--- config.mk ---
export PLATFORM = sky130hd
export DESIGN_NAME = rx_report_arb
export DESIGN_NICKNAME = d
export VERILOG_FILES = /design/src/rtl/rx_report_arb.sv
export SDC_FILE = /design/constraint.sdc
export NUM_CORES = 1
export LEC_CHECK = 0
export BUFFER_PORTS_ARGS = -buffer_cell sky130_fd_sc_hd__buf_4
export CAP_MARGIN = 25
export CELL_PAD_IN_SITES_DETAIL_PLACEMENT = 0
export CELL_PAD_IN_SITES_GLOBAL_PLACEMENT = 1
export CORE_AREA = 4 4 471 473
export CTS_CLUSTER_DIAMETER = 50
export DETAILED_ROUTE_END_ITERATION = 6
export DIE_AREA = 0 0 475 477
export PLACE_DENSITY_LB_ADDON = 0.3
export SYNTH_ARGS = -nofsm -noshare
export SYNTH_HDL_FRONTEND = slang
export SYNTH_SLANG_ARGS = --single-unit
--- constraint.sdc ---
create_clock -name clk -period 13.8 [get_ports clk]
set_clock_uncertainty 0.15 [all_clocks]
set_input_delay 2.07 -clock clk [delete_from_list [all_inputs] [get_ports clk]]
set_output_delay 2.07 -clock clk [all_outputs]
set_load 0.01 [all_outputs]
--- src/rtl/rx_report_arb.sv ---
// Round-robin arbiter that moves whole fixed-length reports from PHY_NUM
// receive channels into one shared RX report FIFO. Reports from masked channels are popped and discarded.
//
// state | meaning
// ARB   | scan requests from ptr+1, grant when the report can be taken or dropped
// XFER  | stream RX_DATA_LEN words of the granted channel into the FIFO
// DRAIN | pop RX_DATA_LEN words of a masked channel and discard them
module rx_report_arb #(
    parameter int PHY_NUM       = 32,
    parameter int RX_DATA_LEN   = 8,
    parameter int RX_FIFO_DEPTH = 512,
    parameter int CNT_W         = 10
) (
    input  logic                   clk,
    input  logic                   rst,
    input  logic                   reg_flush,
    input  logic [PHY_NUM-1:0]     reg_mask,
    input  logic [PHY_NUM-1:0]     ch_req,
    input  logic [32*PHY_NUM-1:0]  ch_dat,
    output logic [PHY_NUM-1:0]     ch_rd,
    input  logic [CNT_W-1:0]       rx_data_count,
    output logic                   rx_vld,
    output logic [31:0]            rx_dat,
    output logic [PHY_NUM-1:0]     gnt,
    output logic [15:0]            drop_cnt,
    output logic                   arb_busy
);

    localparam int IDX_W = (PHY_NUM > 1) ? $clog2(PHY_NUM) : 1;
    localparam int LEN_W = $clog2(RX_DATA_LEN + 1);
    localparam int SUM_W = CNT_W + 2;

    localparam logic [SUM_W-1:0] NEED_WORDS = SUM_W'(2 * RX_DATA_LEN);
    localparam logic [SUM_W-1:0] FIFO_WORDS = SUM_W'(RX_FIFO_DEPTH);
    localparam logic [LEN_W-1:0] LAST_WORD  = LEN_W'(RX_DATA_LEN - 1);
    localparam logic [IDX_W-1:0] PTR_INIT   = IDX_W'(PHY_NUM - 1);
    localparam logic [PHY_NUM-1:0] ONE_HOT0 = PHY_NUM'(1);

    typedef enum logic [1:0] {
        ARB   = 2'd0,
        XFER  = 2'd1,
        DRAIN = 2'd2
    } state_t;

    state_t           state;
    logic [IDX_W-1:0] ptr;
    logic [IDX_W-1:0] gnt_idx;
    logic [LEN_W-1:0] cnt;

    logic [IDX_W-1:0] cand_idx;
    logic [IDX_W-1:0] scan;
    logic             cand_vld;
    logic             space_ok;
    logic [SUM_W-1:0] occ_need;
    logic [31:0]      ch_word [PHY_NUM];

    // Headroom of two reports so a grant never races an in-flight report.
    assign occ_need = SUM_W'(rx_data_count) + NEED_WORDS;
    assign space_ok = (occ_need <= FIFO_WORDS);

    always_comb begin
        for (int i = 0; i < PHY_NUM; i++) begin
            ch_word[i] = ch_dat[32*i +: 32];
        end
    end

    always_comb begin
        cand_vld = 1'b0;
        cand_idx = '0;
        scan     = '0;
        for (int k = 1; k <= PHY_NUM; k++) begin
            scan = IDX_W'((int'(ptr) + k) % PHY_NUM);
            if (!cand_vld && ch_req[scan]) begin
                cand_vld = 1'b1;
                cand_idx = scan;
            end
        end
    end

    assign ch_rd = (state == ARB) ? '0 : gnt;

    always_ff @(posedge clk) begin
        if (rst || reg_flush) begin
            state    <= ARB;
            ptr      <= PTR_INIT;
            gnt_idx  <= '0;
            gnt      <= '0;
            cnt      <= '0;
            arb_busy <= 1'b0;
            rx_vld   <= 1'b0;
            rx_dat   <= '0;
            drop_cnt <= '0;
        end else begin
            rx_vld <= (state == XFER);
            if (state == XFER) begin
                rx_dat <= ch_word[gnt_idx];
            end
            case (state)
                ARB: begin
                    // A blocked unmasked head keeps priority; no skipping ahead.
                    if (cand_vld && (!reg_mask[cand_idx] || space_ok)) begin
                        state    <= reg_mask[cand_idx] ? XFER : DRAIN;
                        gnt      <= ONE_HOT0 << cand_idx;
                        gnt_idx  <= cand_idx;
                        cnt      <= '0;
                        arb_busy <= 1'b1;
                    end
                end
                XFER, DRAIN: begin
                    cnt <= cnt + 1'b1;
                    if (cnt == LAST_WORD) begin
                        state    <= ARB;
                        gnt      <= '0;
                        arb_busy <= 1'b0;
                        ptr      <= gnt_idx;
                        if (state == DRAIN && drop_cnt != 16'hFFFF) begin
                            drop_cnt <= drop_cnt + 16'd1;
                        end
                    end
                end
                default: state <= ARB;
            endcase
        end
    end

endmodule

==> results.md <==
* Status: completed
* CP max FO at just over 40
* Post-synth EDFFs at 0
* Detailed-route via count at around 23000
* Reg2Reg Capture Point: arb_busy
* Remaining DRCs at 0
* Clock root buffer: clkbuf_16
* Reg2Reg Setup Slack at about 4.3 ns
* Core area at between 200000 and 250000 um2
* Initial antenna violation count at between 100 and 150
* Half-perimeter wire length after placement at 190.9 mm
* Placer Congestion at roughly 0.90
* RR Startpoint: ptr[1]
* Setup bufs post-CTS at 0
* Largest net degree at the start of global routing at between 90 and 100
* Post-Syn Instances at approximately 1800
* Starting density of the core at ~9%
* FFs w/ async S/R, synth at 0%
* Period utilization at between 60% and 70%
* Setup_tns at 0 ns
* Crit path launch: ptr[1]
* Cell-by-cell trace of the critical path: clkinv_1 -> ha_1 -> mux2i_1 -> mux2i_1 -> mux4_2 -> mux2i_1 -> nand2_1 -> nor4_4 -> nand3_4 -> nor2_4 -> and3_1 -> a211oi_1 -> a21boi_1 -> nand4b_1 -> a221oi_1 -> o32ai_4 -> o41ai_4 -> nor3_2 -> a211oi_1
* CP required at ~14 ns
* Post-Route WL at 212.7 mm
* Total power at ~1.5 mW
* Final core utilization at between 10% and 20%
* CP bufs+invs at 1
* Ys Warns at 0
* Routed len/inst at roughly 37 um
* Fmax at between 100 and 150 MHz
* CTS tree: done
* DR vias/cell at between 3 and 4
* Vias in the first global route at around 24000
* # hold bufs at CTS at 0
* Clock latency on the worst-skew pair at approximately 0.42 ns
* Die W at between 400 and 500 um
* TritonRoute pass-1 iters at 6
* GRT Util Overall at a little under a fifth
* CP Depth at 19
* Dominant synthesized flop cell: dfxtp_1
* #FFs+latches synth at 98
* Final Max Slew Viols at 0
* Synth Area per Inst at 11.00 um2
* Sequential area share after synthesis at between 10% and 20%
* H-tree level count at 3
* Max incr delay on CP at between 1 and 1.5 ns
* CP max-delay cell: ha_1
* Share of layout cells above drive strength 1 at approximately 62%
* P_leak at 12.02 nW
* Die area at roughly 230000 um2
* End point of the critical path: arb_busy
* Grt total ovfl at 0
* Worst setup SP type: register
* Slew @ Worst Pin at 1.084 ns
* TritonCTS buffer count at 9
* I/O Buffers at roughly 1200
* I/O pin cnt at around 1200
* Hold path startpoint: rx_dat[20]
* Fin. Hold Viols at 0
* Maximum vdd drop at slightly below 0.06 mV
* WS Path Type: reg -> reg
* Final setup violating endpoints at 0
* Crit path max-delay family: simple AND/OR/NAND/NOR gates
* Cell Area, Synth at between 15000 and 20000 um2
* Clk slew on worst S/H paths at around 0.11 ns
* Synth cell types at roughly 100
* CTS max path bufs at 2
* Nets at ~4000
* Hold Slack at around 0.34 ns
* Fillcell total at 24670
* P&R area growth vs syn at 66.38%
* Power density over the cells at ~46 nW/um2
* Maxcap violations at 0
* Die height at roughly 480 um
* Worst setup margin at ~4.3 ns
* Min Tclk post-route at roughly 9.5 ns
* Critical path arrival at slightly below 10 ns
* Post-route antenna net violation count at 0
* Crit. End Element: register
* Resize count post-CTS at 0
* Cell mode on critical path: mux2i_1
* Unrepaired setup endpoints after global routing: false
* Drt initial violations at ~2100
* Hold Path Stages at 2
* Site Rows at 171
* Worst hold path type: reg -> reg
* Post-Syn Nets at 2887
* Pre-CTS worst setup slack at between 4 and 5 ns
* Global-route wire length before repair at around 270 mm
* Slew headroom at between 20 and 30%
* Clk sinks at 98
* R2R cell count at 19
[per-layer routing]
layer  global-route usage, %  share of wire, %
met1                   18.72                33
met2                   34.88                55
met3                   4.911               8.5
met4                   5.026               3.7
met5                       0              0.12
[final cells by class]
class / instances / area, um2 / area share, %
diodes: 50 / 125.1 / 0.3869
clock buffers: 9 / 225.2 / 0.6965
clock inverters: 7 / 78.83 / 0.2438
inverters: 34 / 127.6 / 0.3947
multi-input cells: 1468 / 16730 / 51.73
flip-flops and latches: 98 / 1988 / 6.148
well taps: 2854 / 3571 / 11.04
repair buffers: 1257 / 9494 / 29.36
[cells in the mapped netlist (7+ instances only)]
cell type / instances / area share [%]
nor3b_1: 7 / 0.27
nand4_1: 14 / 0.45
nor3_2: 8 / 0.41
a21oi_1: 52 / 1.3
a32o_1: 20 / 1.0
buf_2: 28 / 0.72
inv_1: 29 / 0.56
mux2_2: 31 / 1.8
and3_1: 12 / 0.39
ha_1: 19 / 1.2
and4_1: 9 / 0.41
o22ai_1: 17 / 0.55
a22oi_1: 10 / 0.39
buf_1: 36 / 0.70
clkbuf_1: 90 / 1.7
a211oi_1: 46 / 1.8
o21ai_0: 61 / 1.6
nand2_1: 114 / 2.2
nor2_1: 121 / 2.3
a32oi_1: 14 / 0.63
nor3_1: 24 / 0.62
nand3_1: 44 / 1.1
dfxtp_1: 98 / 10
a311oi_1: 10 / 0.45
a31o_1: 8 / 0.36
mux2i_1: 131 / 6.7
nand2b_1: 9 / 0.29
xor2_1: 20 / 0.90
nor2b_1: 43 / 1.4
mux4_2: 401 / 46
o211ai_1: 24 / 0.93
and2_1: 18 / 0.58
a31oi_1: 11 / 0.35
xnor2_1: 17 / 0.77
[kinds of logic after synthesis]
kind of cell / synth area share (%)
AOI/OAI and AO/OA: 14.11
xor gates and xnor gates: 1.919
adders and majority gates: 1.223
buffers and inverters: 4.468
DFF: 10.09
muxes: 55.26
and+or+nand+nor: 12.93
[worst min-delay path by stage]
| stage | to | slack [ns] |
|---|---|---|
| floorplan | cnt[1] | 0.31 |
| global placement | rx_dat[11] | 0.32 |
| detailed placement | rx_dat[20] | 0.33 |
| CTS | rx_dat[20] | 0.34 |
| global route | rx_dat[17] | 0.36 |
| finish | rx_dat[20] | 0.34 |
[per-stage QoR]
stage               instances  cell area (um2)
global placement         5706            31850
detailed placement       5709            31890
CTS                      5725            32190
global route             5764            32300
finish                   5777            32340
floorplan                1767            19430
[where the power goes]
group	internal [mW]	switching, mW
Combinational	0.432	0.439
Clock	0.130	0.180
Sequential	0.287	0.0132
[flip-flops by register name (all words and copies together) (netlist names)]
| name | flops |
|---|---|
| cnt | 4 |
| drop_cnt | 16 |
| gnt_idx | 5 |
| gnt | 32 |
| arb_busy | 1 |
| state | 2 |
| rx_dat | 32 |
| ptr | 5 |
| rx_vld | 1 |
[worst min-delay path: stages, from the launching register on]
cell	delay, ns
dfxtp_1	0.32
nor2_1	0.08
a211oi_1	0.05
[layout by cell type (no fill, tap or decap), types with 29 or more instances in the layout]
master	instances
nor2_1	120
buf_4	1250
a211oi_1	46
mux2i_1	131
inv_1	29
mux2_2	31
a21oi_1	52
mux4_2	401
nor2b_1	43
o21ai_0	61
nand2_1	114
diode_2	50
nand3_1	44
dfxtp_1	89
Note: power is estimated with default switching activity, not from simulation.
